$ cat src/rtl/vga_pkg.sv
// rtl/vga_pkg.sv - register map, bit indices, control codes and FSM states for the VGA text feeder
`timescale 1ns/1ps
package vga_pkg;

    // Register offsets, selected by wishbone adr[5:2]
    localparam logic [3:0] REG_DATA   = 4'd0;
    localparam logic [3:0] REG_CTRL   = 4'd1;
    localparam logic [3:0] REG_STATUS = 4'd2;
    localparam logic [3:0] REG_CURSOR = 4'd3;

    // CTRL bit indices
    localparam int CTRL_ENABLE  = 0;
    localparam int CTRL_CLEAR   = 1;
    localparam int CTRL_OVF_W1C = 2;
    localparam int CTRL_IRQ_EN  = 3;

    // STATUS bit indices (level occupies [4:0])
    localparam int STAT_EMPTY = 5;
    localparam int STAT_FULL  = 6;
    localparam int STAT_OVF   = 7;
    localparam int STAT_BUSY  = 8;
    localparam int STAT_IRQ   = 9;

    // Control codes acted on instead of being presented
    localparam logic [7:0] ASCII_LF = 8'h0A;
    localparam logic [7:0] ASCII_CR = 8'h0D;
    localparam logic [7:0] ASCII_BS = 8'h08;

    typedef enum logic [1:0] {IDLE, FETCH, PRESENT, HOLD} feeder_state_t;

    // True for bytes that move the cursor rather than produce a glyph
    function automatic logic is_ctrl_code(input logic [7:0] c);
        return (c == ASCII_LF) || (c == ASCII_CR) || (c == ASCII_BS);
    endfunction

endpackage

$ cat src/rtl/vga_char_fifo.sv
// rtl/vga_char_fifo.sv - synchronous character FIFO with level, full and empty flags
`timescale 1ns/1ps
module vga_char_fifo #(
    parameter int DEPTH = 16,
    parameter int WIDTH = 8
) (
    input  logic                     i_clk,
    input  logic                     i_rst,
    input  logic                     i_flush,
    input  logic                     i_push,
    input  logic [WIDTH-1:0]         i_data,
    input  logic                     i_pop,
    output logic [WIDTH-1:0]         o_data,
    output logic [$clog2(DEPTH):0]   o_level,
    output logic                     o_full,
    output logic                     o_empty
);
    localparam int AW = $clog2(DEPTH);

    logic [WIDTH-1:0] mem_q [DEPTH];
    logic [WIDTH-1:0] mem_d [DEPTH];
    logic [AW-1:0]    wr_ptr_q, wr_ptr_d;
    logic [AW-1:0]    rd_ptr_q, rd_ptr_d;
    logic [AW:0]      level_q, level_d;
    logic             push_ok;
    logic             pop_ok;

    // Fullness is judged on the registered level, so a push while full is dropped even with a pop
    assign o_full  = (level_q == (AW+1)'(DEPTH));
    assign o_empty = (level_q == '0);
    assign push_ok = i_push & ~o_full;
    assign pop_ok  = i_pop & ~o_empty;
    assign o_data  = mem_q[rd_ptr_q];
    assign o_level = level_q;

    // Pointer/level bookkeeping; flush discards contents without touching storage
    always_comb begin
        mem_d    = mem_q;
        wr_ptr_d = wr_ptr_q;
        rd_ptr_d = rd_ptr_q;
        level_d  = level_q;
        if (i_flush) begin
            wr_ptr_d = '0;
            rd_ptr_d = '0;
            level_d  = '0;
        end else begin
            if (push_ok) begin
                mem_d[wr_ptr_q] = i_data;
                wr_ptr_d        = wr_ptr_q + AW'(1);
            end
            if (pop_ok) begin
                rd_ptr_d = rd_ptr_q + AW'(1);
            end
            level_d = level_q + (AW+1)'(push_ok) - (AW+1)'(pop_ok);
        end
    end

    // State registers
    always_ff @(posedge i_clk) begin
        if (i_rst) begin
            for (int i = 0; i < DEPTH; i++) mem_q[i] <= '0;
            wr_ptr_q <= '0;
            rd_ptr_q <= '0;
            level_q  <= '0;
        end else begin
            mem_q    <= mem_d;
            wr_ptr_q <= wr_ptr_d;
            rd_ptr_q <= rd_ptr_d;
            level_q  <= level_d;
        end
    end

endmodule

$ cat src/rtl/vga_text_feeder.sv
// rtl/vga_text_feeder.sv - wishbone text sequencer feeding the VGA character controller (option: VGA_FEEDER_IRQ_EN)
`timescale 1ns/1ps
module vga_text_feeder
    import vga_pkg::*;
#(
    parameter int FIFO_DEPTH  = 16,
    parameter int CHAR_W      = 8,
    parameter int CHAR_H      = 8,
    parameter int H_ACTIVE    = 640,
    parameter int V_ACTIVE    = 480,
    parameter int PACE_CYCLES = 1_000_000
) (
    input  logic        i_clk,
    input  logic        i_rst,
    input  logic [5:0]  i_wb_adr,
    input  logic [31:0] i_wb_dat,
    input  logic [3:0]  i_wb_sel,
    input  logic        i_wb_we,
    input  logic        i_wb_cyc,
    input  logic        i_wb_stb,
    output logic [31:0] o_wb_dat,
    output logic        o_wb_ack,
    output logic        o_char_valid,
    output logic [7:0]  o_char,
    output logic [19:0] o_row_col,
    input  logic        i_char_ready
`ifdef VGA_FEEDER_IRQ_EN
    ,
    output logic        o_irq
`endif
);
    localparam int LVL_W  = $clog2(FIFO_DEPTH) + 1;
    localparam int PACE_W = (PACE_CYCLES > 1) ? $clog2(PACE_CYCLES) : 1;
    localparam logic [PACE_W-1:0] PACE_LOAD = PACE_W'(PACE_CYCLES - 1);

    feeder_state_t     state_q, state_d;
    logic              wb_ack_q, wb_ack_d;
    logic [31:0]       wb_dat_q, wb_dat_d;
    logic              enable_q, enable_d;
    logic              ovf_q, ovf_d;
    logic [9:0]        row_q, row_d;
    logic [9:0]        col_q, col_d;
    logic [7:0]        char_q, char_d;
    logic [19:0]       rc_q, rc_d;
    logic [PACE_W-1:0] pace_q, pace_d;

    logic              bus_act, wr_act, rd_act;
    logic [3:0]        reg_sel;
    logic              ctrl_wr, cursor_wr, clear, push;
    logic              fifo_pop, fifo_full, fifo_empty;
    logic [7:0]        fifo_rdata;
    logic [LVL_W-1:0]  fifo_level;
    logic              busy;
    logic [19:0]       cursor_wr_val;
    logic [31:0]       rd_mux;
    logic              irq_en_bit, irq_pend_bit;
    logic              unused_ok;

    assign unused_ok = ^{i_wb_adr[1:0], i_wb_dat[31:20], i_wb_sel[3]};

    // A bus access takes effect on the cycle its ack is being registered
    assign bus_act   = i_wb_cyc & i_wb_stb & ~wb_ack_q;
    assign wr_act    = bus_act & i_wb_we;
    assign rd_act    = bus_act & ~i_wb_we;
    assign reg_sel   = i_wb_adr[5:2];
    assign ctrl_wr   = wr_act & (reg_sel == REG_CTRL) & i_wb_sel[0];
    assign cursor_wr = wr_act & (reg_sel == REG_CURSOR);
    assign clear     = ctrl_wr & i_wb_dat[CTRL_CLEAR];
    assign push      = wr_act & (reg_sel == REG_DATA) & i_wb_sel[0] & ~clear;

    vga_char_fifo #(
        .DEPTH (FIFO_DEPTH),
        .WIDTH (8)
    ) u_fifo (
        .i_clk   (i_clk),
        .i_rst   (i_rst),
        .i_flush (clear),
        .i_push  (push),
        .i_data  (i_wb_dat[7:0]),
        .i_pop   (fifo_pop),
        .o_data  (fifo_rdata),
        .o_level (fifo_level),
        .o_full  (fifo_full),
        .o_empty (fifo_empty)
    );

    // Row step with wrap to the top; compare is done at 11 bits before truncation
    function automatic logic [9:0] step_row(input logic [9:0] r);
        logic [10:0] s;
        s = {1'b0, r} + 11'(CHAR_H);
        return (s >= 11'(V_ACTIVE)) ? 10'd0 : (r + 10'(CHAR_H));
    endfunction

    // Cursor advance after a presented glyph: {row, col}
    function automatic logic [19:0] advance(input logic [9:0] r, input logic [9:0] c);
        logic [10:0] s;
        s = {1'b0, c} + 11'(CHAR_W);
        if (s >= 11'(H_ACTIVE)) return {step_row(r), 10'd0};
        return {r, c + 10'(CHAR_W)};
    endfunction

`ifdef VGA_FEEDER_IRQ_EN
    logic             irq_en_q, irq_en_d;
    logic             irq_pend_q, irq_pend_d;
    logic [LVL_W-1:0] prev_level_q;

    // Low-water interrupt: latch a downward crossing of DEPTH/4, software clears via STATUS W1C
    always_comb begin
        irq_en_d   = irq_en_q;
        irq_pend_d = irq_pend_q;
        if (ctrl_wr) irq_en_d = i_wb_dat[CTRL_IRQ_EN];
        if (wr_act && (reg_sel == REG_STATUS) && i_wb_sel[1] && i_wb_dat[STAT_IRQ]) irq_pend_d = 1'b0;
        if ((prev_level_q > LVL_W'(FIFO_DEPTH / 4)) && (fifo_level <= LVL_W'(FIFO_DEPTH / 4)))
            irq_pend_d = 1'b1;
    end

    // IRQ state registers
    always_ff @(posedge i_clk) begin
        if (i_rst) begin
            irq_en_q     <= 1'b0;
            irq_pend_q   <= 1'b0;
            prev_level_q <= '0;
        end else begin
            irq_en_q     <= irq_en_d;
            irq_pend_q   <= irq_pend_d;
            prev_level_q <= fifo_level;
        end
    end

    assign irq_en_bit   = irq_en_q;
    assign irq_pend_bit = irq_pend_q;
    assign o_irq        = irq_pend_q & irq_en_q;
`else
    assign irq_en_bit   = 1'b0;
    assign irq_pend_bit = 1'b0;
`endif

    // Register read multiplexer
    always_comb begin
        rd_mux = 32'd0;
        case (reg_sel)
            REG_DATA:   rd_mux = {24'd0, char_q};
            REG_CTRL: begin
                rd_mux[CTRL_ENABLE] = enable_q;
                rd_mux[CTRL_IRQ_EN] = irq_en_bit;
            end
            REG_STATUS: begin
                rd_mux[4:0]        = 5'(fifo_level);
                rd_mux[STAT_EMPTY] = fifo_empty;
                rd_mux[STAT_FULL]  = fifo_full;
                rd_mux[STAT_OVF]   = ovf_q;
                rd_mux[STAT_BUSY]  = busy;
                rd_mux[STAT_IRQ]   = irq_pend_bit;
            end
            REG_CURSOR: rd_mux = {12'd0, row_q, col_q};
            default:    rd_mux = 32'd0;
        endcase
    end

    // Byte-lane merge for CURSOR writes
    always_comb begin
        cursor_wr_val = {row_q, col_q};
        if (i_wb_sel[0]) cursor_wr_val[7:0]   = i_wb_dat[7:0];
        if (i_wb_sel[1]) cursor_wr_val[15:8]  = i_wb_dat[15:8];
        if (i_wb_sel[2]) cursor_wr_val[19:16] = i_wb_dat[19:16];
    end

    // FSM next state; clear overrides every transition
    always_comb begin
        state_d = state_q;
        case (state_q)
            IDLE:    if (enable_q && !fifo_empty) state_d = FETCH;
            FETCH:   state_d = is_ctrl_code(fifo_rdata) ? IDLE : PRESENT;
            PRESENT: if (i_char_ready) state_d = HOLD;
            HOLD:    if (pace_q <= PACE_W'(1)) state_d = IDLE;
            default: state_d = IDLE;
        endcase
        if (clear) state_d = IDLE;
    end

    // FSM outputs
    always_comb begin
        o_char_valid = (state_q == PRESENT);
        fifo_pop     = (state_q == FETCH);
        busy         = (state_q != IDLE);
    end

    // Datapath: bus side effects, cursor motion, glyph latch and pacing
    always_comb begin
        wb_ack_d = i_wb_cyc & i_wb_stb & ~wb_ack_q;
        wb_dat_d = wb_dat_q;
        enable_d = enable_q;
        ovf_d    = ovf_q;
        row_d    = row_q;
        col_d    = col_q;
        char_d   = char_q;
        rc_d     = rc_q;
        pace_d   = pace_q;

        if (ctrl_wr) begin
            enable_d = i_wb_dat[CTRL_ENABLE];
            if (i_wb_dat[CTRL_OVF_W1C]) ovf_d = 1'b0;
        end
        if (push && fifo_full) ovf_d = 1'b1;

        case (state_q)
            FETCH: begin
                case (fifo_rdata)
                    ASCII_LF: begin
                        col_d = 10'd0;
                        row_d = step_row(row_q);
                    end
                    ASCII_CR: col_d = 10'd0;
                    ASCII_BS: col_d = (col_q >= 10'(CHAR_W)) ? (col_q - 10'(CHAR_W)) : 10'd0;
                    default: begin
                        char_d = fifo_rdata;
                        rc_d   = {row_q, col_q};
                    end
                endcase
            end
            PRESENT: begin
                if (i_char_ready) begin
                    {row_d, col_d} = advance(row_q, col_q);
                    pace_d         = PACE_LOAD;
                end
            end
            HOLD:    if (pace_q != '0) pace_d = pace_q - PACE_W'(1);
            default: ;
        endcase

        // Software cursor writes win over FSM motion in the same cycle
        if (cursor_wr) {row_d, col_d} = cursor_wr_val;

        if (clear) begin
            row_d  = 10'd0;
            col_d  = 10'd0;
            pace_d = '0;
        end

        if (rd_act) wb_dat_d = rd_mux;
    end

    // State registers
    always_ff @(posedge i_clk) begin
        if (i_rst) begin
            state_q  <= IDLE;
            wb_ack_q <= 1'b0;
            wb_dat_q <= 32'd0;
            enable_q <= 1'b0;
            ovf_q    <= 1'b0;
            row_q    <= 10'd0;
            col_q    <= 10'd0;
            char_q   <= 8'd0;
            rc_q     <= 20'd0;
            pace_q   <= '0;
        end else begin
            state_q  <= state_d;
            wb_ack_q <= wb_ack_d;
            wb_dat_q <= wb_dat_d;
            enable_q <= enable_d;
            ovf_q    <= ovf_d;
            row_q    <= row_d;
            col_q    <= col_d;
            char_q   <= char_d;
            rc_q     <= rc_d;
            pace_q   <= pace_d;
        end
    end

    assign o_wb_ack  = wb_ack_q;
    assign o_wb_dat  = wb_dat_q;
    assign o_char    = char_q;
    assign o_row_col = rc_q;

endmodule

$ cat config.mk
export PLATFORM = sky130hd
export DESIGN_NAME = vga_text_feeder
export DESIGN_NICKNAME = d
export VERILOG_FILES = /design/src/rtl/vga_pkg.sv /design/src/rtl/vga_char_fifo.sv /design/src/rtl/vga_text_feeder.sv
export SDC_FILE = /design/constraint.sdc
export NUM_CORES = 1
export LEC_CHECK = 0
export ABC_AREA = 1
export BUFFER_PORTS_ARGS = -buffer_cell sky130_fd_sc_hd__buf_2
export CAP_MARGIN = 40
export CORE_ASPECT_RATIO = 0.9
export CORE_MARGIN = 8
export CORE_UTILIZATION = 25
export CTS_BUF_LIST = sky130_fd_sc_hd__clkbuf_2 sky130_fd_sc_hd__clkbuf_4 sky130_fd_sc_hd__clkbuf_8
export CTS_CLUSTER_DIAMETER = 150
export DETAILED_ROUTE_END_ITERATION = 8
export SLEW_MARGIN = 20
export SYNTH_ARGS = -nofsm -noshare
export SYNTH_HDL_FRONTEND = slang
export SYNTH_SLANG_ARGS = --single-unit
$ cat constraint.sdc
create_clock -name i_clk -period 2.85 [get_ports i_clk]
set_input_delay 0.4275 -clock i_clk [delete_from_list [all_inputs] [get_ports i_clk]]
set_output_delay 0.4275 -clock i_clk [all_outputs]
set_load 0.02 [all_outputs]
==> results of run 1 <==
## power by group through the flow
stage / clock (mW) / combinational (mW) / sequential (mW)
detailed placement: 0 / 0.209 / 3.35
CTS: 3.46 / 0.210 / 3.28
global placement: 0 / 0.207 / 3.35
floorplan: 0 / 0.138 / 3.35
finish: 3.37 / 0.212 / 3.28
global route: 3.62 / 0.230 / 3.28
## metrics by stage
stage               area (um2)  util (%)  total power, mW  hold slack (ns)
finish                   13300      29.5             6.86            0.223
global route             13300      29.5             7.12            0.230
CTS                      13300      29.5             6.94            0.195
detailed placement       12400      27.5             3.56            0.441
global placement         12400      27.5             3.56            0.438
floorplan                11400         -             3.49            0.424
## critical path, delay by kind of cell (launching register included)
kind | cells | cell delay [ns]
compound gates | 1 | 0.05
fa+ha+maj | 4 | 0.99
buf+inv | 5 | 0.39
flops | 1 | 0.32
simple gates | 7 | 0.75
## layer usage
metal  track usage, %  vias up
met5                0        -
met4             3.39        0
met3             2.63       46
met2             18.9      307
met1             18.0     4978
li1                 -     5508
## sequential cells by signal, summed over array words and instances (netlist names), named ones only
signal	flops
o_row_col	20
u_fifo.wr_ptr_q	4
u_fifo.o_level	5
ovf_q	1
row_q	10
enable_q	1
col_q	10
o_wb_ack	1
pace_q	20
u_fifo.rd_ptr_q	4
o_wb_dat	20
state_q	1
u_fifo.mem_q	128
o_char	8
## placed cells by master, fill, tap and decap left out, types with 16 or more instances in the layout
cell        n
o21ai_1    21
buf_4      43
a21oi_1   200
buf_2      82
ha_1       17
nand4_1    16
nand2_1   300
nor2_1    156
nand3_1   104
inv_1     190
dfxtp_1   233
clkbuf_8   56
o21ai_0   183
## synth_stat cells (all sizes together) (5+ instances only)
| library cell | number |
|---|---|
| clkbuf | 37 |
| nand4 | 18 |
| nor2 | 165 |
| a21oi | 200 |
| dfxtp | 234 |
| nand2 | 307 |
| o211ai | 9 |
| nor3 | 16 |
| xor2 | 13 |
| nand3 | 108 |
| or2 | 7 |
| o22ai | 5 |
| ha | 17 |
| inv | 203 |
| o21ai | 206 |
| buf | 63 |
## what timing repair did
action	CTS	global route
gates resized for setup	0	2
setup endpoints to repair	0	1
hold buffers	0	0
## worst paths after layout
path | slack, ns | end | from
hold reg to reg | 0.45 | u_fifo.mem_q[72]$_SDFFE_PP0P_ | u_fifo.mem_q[72]$_SDFFE_PP0P_
hold / removal | 0.22 | o_wb_ack$_SDFF_PP0_ | i_wb_stb
setup reg to reg | 0.23 | u_fifo.o_level[4]$_SDFF_PP0_ | u_fifo.o_level[3]$_SDFF_PP0_
setup / recovery | 0.23 | u_fifo.o_level[4]$_SDFF_PP0_ | u_fifo.o_level[3]$_SDFF_PP0_
## logic make-up (layout without fill, tap and decap cells)
group / after synthesis / in the layout / synth area share [%]
DFF: 234 / 234 / 41.1
adders and majority gates: 18 / 18 / 2.04
other: 1 / 14 / 0.0329
buffers and inverters: 307 / 406 / 11.6
AOI/OAI and AO/OA: 441 / 441 / 20.3
and+or+nand+nor: 628 / 628 / 23.8
xor gates and xnor gates: 14 / 14 / 1.08
## area by class of cell
class,count,area share [%]
multi-input cells,1113,40.7
flip-flops and latches,234,35.1
clock buffers,65,6.29
inverters,207,5.85
repair buffers,127,5.80
well taps,608,5.70
clock inverters,7,0.469
diodes,2,0.0375
==> impl_results.rst, run 1 <==
.. list-table::
   :header-rows: 1

   * - Metric
     - Value
   * - Total count of max-transition violations in the final report
     - 0
   * - Die height
     - 218 um
   * - Min-Delay Path Depth
     - 5
   * - Number of design-rule violations left by the first detailed-router iteration
     - 863
   * - Detail-routed via count per cell
     - 4.59
   * - Total wire length
     - 34200 um
   * - R2R depth
     - 17
   * - Dominant cells by area after synthesis
     - dfxtp_1, nand2_1, a21oi_1, o21ai_0, inv_1
   * - Most frequent cell on the critical path
     - inv_1
   * - Power per Cell Area
     - 514 mW/mm2
   * - Num Clock Sinks
     - 234
   * - Number of H-tree levels
     - 2
   * - Final ANT Viol Nets
     - 0
   * - Static leakage
     - 5.54 nW
   * - Fin. Hold Viols
     - 0
   * - Min Tclk post-route
     - 2.62 ns
   * - Reg power frac
     - 47.8%
   * - Number of top-level pins
     - 110
   * - Placed Cells incl. Taps
     - 2289
   * - Die area
     - 0.0526 mm2
   * - Routed wire length on met2
     - 14900 um
   * - Global-route wire length before repair
     - 53800 um
   * - Worst endpoint data arrival time
     - 3.05 ns
   * - # port buffers
     - 82
   * - Fraction of power consumed by the clock network
     - 49.1%
   * - Horiz. Die Dim
     - 241 um
   * - Cell variety after synth
     - 52
   * - Setup WS pre-CTS
     - 0.234 ns
   * - Via count of the first global-routing pass
     - 10054
   * - Slowest cell on the critical path
     - fa_1
   * - Maximum vdd drop
     - 0.370 mV
   * - Post-synthesis cell count
     - 1643
   * - Post-Route Setup TNS
     - 0 ns
   * - Class of the tightest hold or removal check
     - in2reg
   * - Initial core utilization
     - 25.2%
   * - Multi-input combinational cell area
     - 0.00543 mm2
   * - Number of inserted filler cells in the final layout
     - 4995
   * - Fin Clk Skew
     - 0.0176 ns
   * - # setup viols final
     - 0
   * - Routed wl met3
     - 2460 um
   * - Total number of yosys warnings
     - 0
   * - Average routed wire per standard cell
     - 14.5 um
   * - Crit Path Class
     - reg2reg
   * - Antenna violations before repair
     - 1
   * - Final Worst Setup Slack
     - 0.235 ns
   * - Combinational group share of total power
     - 3.1%
   * - Row count
     - 74
   * - Number of buffers on the longest clock path
     - 3
   * - Routability congestion estimate from global placement
     - 0.877
   * - Unrepaired setup endpoints after global routing
     - no
   * - Switching power
     - 1.58 mW
   * - Top Metal Used
     - met4
   * - Library cell occupying the most area in the post-synthesis netlist
     - dfxtp_1
   * - Share of the cycle needed by the critical path after routing
     - 91.8%
   * - Achievable frequency
     - 0.382 GHz
   * - Maximum fanout along the worst path
     - 5
   * - Startpoint type of the worst setup path
     - flip-flop
   * - Clock slew seen by the registers of the worst setup and hold paths
     - 0.06 ns
   * - Post-synthesis async set-or-reset flop share
     - 0%
   * - Number of buffers inserted during clock tree synthesis
     - 42
   * - Number of flops mapped to enable cells by yosys
     - 0
   * - Type of destination of the critical path
     - flip-flop
   * - Status
     - finished clean
   * - Max Cap Viol
     - 0
   * - Relative slew slack
     - 54.4%
   * - Detailed-route wire length on metal 1
     - 16200 um
   * - Largest incremental delay on the critical path
     - 0.38 ns
   * - Critical path, cell by cell
     - inv_1, ha_1, nand3_1, nor2_2, inv_1, nand2_1, inv_2, ha_1, inv_1, ha_1, inv_1, fa_1, nor2_1, nor2_1, nor2_1, or3_1, a21oi_1
   * - 1st-pass router iterations
     - 5
   * - Maximum number of pins on one net before global-route repair
     - 158
   * - Mapped Area
     - 0.0114 mm2
   * - DRC Markers
     - 0
   * - Final Instance Count excl. Fillers
     - 2363
   * - Int Power
     - 5.28 mW
   * - Buffer type at the clock tree root
     - clkbuf_8
   * - Switching portion of total power
     - 23.0%
   * - Actual transition at the worst max-transition pin
     - 0.679 ns
   * - Clock insertion delay at the later pin of the skew report
     - 0.56 ns
   * - Overflow left after global routing
     - 0
   * - Hpwl dp
     - 24100 um
   * - Total area of sequential cells
     - 0.00469 mm2
   * - Floorplan Core Area
     - 0.0452 mm2
   * - Required time at the endpoint of the critical path
     - 3.28 ns
   * - Mapped Avg Cell Area
     - 6.93 um2
   * - Flops & latches, synth
     - 234
   * - Overall track demand over capacity in global routing
     - 12.6%
   * - CTS tree
     - yes
   * - Sequential share of the synthesized area
     - 41.1%
   * - Number of vias in the routed layout
     - 10839
   * - Area fraction of the dominant cell type after synthesis
     - 41.1%
   * - Proportion of layout cells with a drive suffix above 1
     - 14.0%
   * - Flip-flop cell with the highest count after synthesis
     - dfxtp_1
   * - Number of buffers inserted by post-CTS setup repair
     - 0
   * - Area added between synthesis and finish
     - 17.2%
   * - Post-layout net count
     - 1791
(Power assumes the default switching activity.)
==> run 2, diff against run 1 <==
--- a/config.mk
+++ b/config.mk
@@ -14,6 +14,7 @@
 export CTS_BUF_LIST = sky130_fd_sc_hd__clkbuf_2 sky130_fd_sc_hd__clkbuf_4 sky130_fd_sc_hd__clkbuf_8
 export CTS_CLUSTER_DIAMETER = 150
 export DETAILED_ROUTE_END_ITERATION = 8
+export PLACE_DENSITY = 0.4
 export SLEW_MARGIN = 20
 export SYNTH_ARGS = -nofsm -noshare
 export SYNTH_HDL_FRONTEND = slang
==> impl_results.rst, run 2 (same netlist as run 1, synthesis figures left out) <==
.. list-table::
   :header-rows: 1

   * - Metric
     - Value
   * - Worst reg2reg startpoint
     - u_fifo.o_level[2]$_SDFF_PP0_
   * - Setup WS pre-CTS
     - 0.0828 ns
   * - Critical path, cell by cell
     - inv_1, ha_1, nand3_1, nor2_2, inv_1, nand2_1, inv_1, ha_1, inv_1, ha_1, inv_1, fa_1, nor2_2, nor2_1, nor2_1, o21ai_0, a21oi_1
   * - Maximum vdd drop
     - 0.292 mV
   * - Relative slew slack
     - 45.9%
   * - Maximum fanout along the worst path
     - 2
   * - Number of inserted filler cells in the final layout
     - 5071
   * - Fin Clk Skew
     - 0.0468 ns
   * - Final ANT Viol Nets
     - 0
   * - Die height
     - 218 um
   * - Initial core utilization
     - 25.2%
   * - Most frequent cells in the layout
     - nand2_1, dfxtp_1, a21oi_1, inv_1, o21ai_0
   * - Detail-routed via count per cell
     - 4.49
   * - Via count of the first global-routing pass
     - 10269
   * - Post-Route Setup TNS
     - 0 ns
   * - Crit Path Class
     - reg2reg
   * - R2R depth
     - 17
   * - Number of H-tree levels
     - 2
   * - Startpoint type of the worst setup path
     - flip-flop
   * - Critical path endpoint
     - u_fifo.o_level[4]$_SDFF_PP0_
   * - Die area
     - 0.0526 mm2
   * - Power per Cell Area
     - 508 mW/mm2
   * - Clock slew seen by the registers of the worst setup and hold paths
     - 0.07 ns
   * - Fin. Hold Viols
     - 0
   * - Critical path origin
     - u_fifo.o_level[2]$_SDFF_PP0_
   * - Most common library cell in the layout ignoring fill and taps
     - nand2_1
   * - Number of design-rule violations left by the first detailed-router iteration
     - 667
   * - Worst endpoint data arrival time
     - 3.10 ns
   * - Endpoint of the worst register-to-register path
     - u_fifo.o_level[4]$_SDFF_PP0_
   * - Number of top-level pins
     - 110
   * - Maximum number of pins on one net before global-route repair
     - 158
   * - CTS Hold Buffers Added
     - 0
   * - Horiz. Die Dim
     - 241 um
   * - Largest incremental delay on the critical path
     - 0.40 ns
   * - Post-layout net count
     - 1804
   * - Global routing usage on met2
     - 20.8%
   * - Hpwl dp
     - 26300 um
   * - Share of the cycle needed by the critical path after routing
     - 90.3%
   * - Register name with the most flops
     - u_fifo.mem_q
   * - Status
     - finished clean
   * - Number of buffers inserted during clock tree synthesis
     - 44
   * - GR met3 Demand/Resource
     - 2.35%
   * - Static leakage
     - 5.61 nW
   * - Flip-flop count of the largest register after layout
     - 128
   * - Total count of max-transition violations in the final report
     - 0
   * - 1st-pass router iterations
     - 7
   * - Reg2Reg Setup Slack
     - 0.28 ns
   * - Clock insertion delay at the later pin of the skew report
     - 0.60 ns
   * - Area added between synthesis and finish
     - 18.6%
   * - Max Cap Viol
     - 0
   * - # port buffers
     - 82
   * - Achievable frequency
     - 0.388 GHz
   * - Min-delay src
     - i_wb_stb
   * - Antenna violations before repair
     - 1
   * - Average routed wire per standard cell
     - 15.8 um
   * - Worst Hold Margin
     - 0.177 ns
   * - Row count
     - 74
   * - Actual transition at the worst max-transition pin
     - 0.810 ns
   * - Overflow left after global routing
     - 0
   * - Required time at the endpoint of the critical path
     - 3.38 ns
   * - Number of vias in the routed layout
     - 10647
   * - DRC Markers
     - 0
   * - Busiest metal layer after global routing
     - met2
   * - Met1 track demand over resource in global routing
     - 20.7%
   * - Proportion of layout cells with a drive suffix above 1
     - 14.6%
   * - Total wire length
     - 37500 um
   * - Class of the tightest hold or removal check
     - in2reg
   * - Unrepaired setup endpoints after global routing
     - no
   * - Most frequent cell on the critical path
     - inv_1
   * - Buffer type at the clock tree root
     - clkbuf_8
   * - CTS tree
     - yes
   * - Min Tclk post-route
     - 2.57 ns
   * - Global-route wire length before repair
     - 58900 um
   * - Slowest cell on the critical path
     - fa_1
   * - Num Clock Sinks
     - 234
   * - Final Worst Setup Slack
     - 0.275 ns
   * - Routability congestion estimate from global placement
     - 0.814
   * - # setup viols final
     - 0
   * - Floorplan Core Area
     - 0.0452 mm2
   * - Overall track demand over capacity in global routing
     - 14.1%
   * - Number of buffers on the longest clock path
     - 3
   * - Type of destination of the critical path
     - flip-flop
[run 2: changes by cell type in the layout (fill, tap and decap cells not counted), sizes merged]
cell      previous run  this run
diode                2         1
clkinv              10         8
clkinvlp             1         2
buf                127       138
bufinv               1         0
clkbuf              65        67
[run 2: worst min path at each step]
| stage | slack (ns) | cells past startpoint | endpoint |
|---|---|---|---|
| after global placement | 0.43 | 2 | u_fifo.mem_q[72]$_SDFFE_PP0P_ |
| after global routing | 0.15 | 3 | ovf_q$_SDFFE_PP0P_ |
| after detailed placement | 0.44 | 2 | u_fifo.mem_q[108]$_SDFFE_PP0P_ |
| final | 0.18 | 5 | o_wb_ack$_SDFF_PP0_ |
| after CTS | 0.13 | 5 | o_wb_ack$_SDFF_PP0_ |
| after floorplan | 0.42 | 2 | u_fifo.mem_q[107]$_SDFFE_PP0P_ |
[run 2: metrics by stage]
stage               utilization [%]  area [um2]  cells  total power [mW]
floorplan                         -       11400   1654              3.49
global placement               27.8       12600   2298              3.58
detailed placement             27.9       12600   2299              3.58
CTS                            29.8       13500   2371              7.00
global route                   29.9       13500   2373              7.15
finish                         29.9       13500   2373              6.86
[run 2: timing repair]
action | 4_1_cts | 5_1_grt
setup buffers | 0 | 1
resized for setup | 0 | 6
setup endpoints to repair | 0 | 35
[run 2: layout make-up]
cell class	instances	area [um2]	share of cell area, %
clock inverter	5	41.3	0.306
inverter	207	783	5.80
clock buffer	67	841	6.23
multi-input combinational	1113	5440	40.3
timing repair buffer	138	938	6.95
sequential	234	4690	34.7
antenna	1	2.50	0.0185
tap	608	761	5.64
[run 2: power breakdown]
part,internal (mW),total (mW),switching (mW)
registers,3.28,3.28,0.00329
logic,0.0581,0.230,0.172
clock network,1.87,3.35,1.48
[run 2: per-layer routing]
layer  vias up  wire length (um)
met1      4887             19300
met5         -                 0
li1       5533                 -
met3        54              1480
met4         0               914
met2       173             15800
[run 2: critical path: cells and delay by family (launching register included)]
family | cells | cell delay [ns]
buffers and inverters | 5 | 0.35
AO/OA/AOI/OAI | 2 | 0.21
flip-flops | 1 | 0.31
adder cells (fa/ha/maj) | 4 | 1.00
AND/OR/NAND/NOR | 6 | 0.61
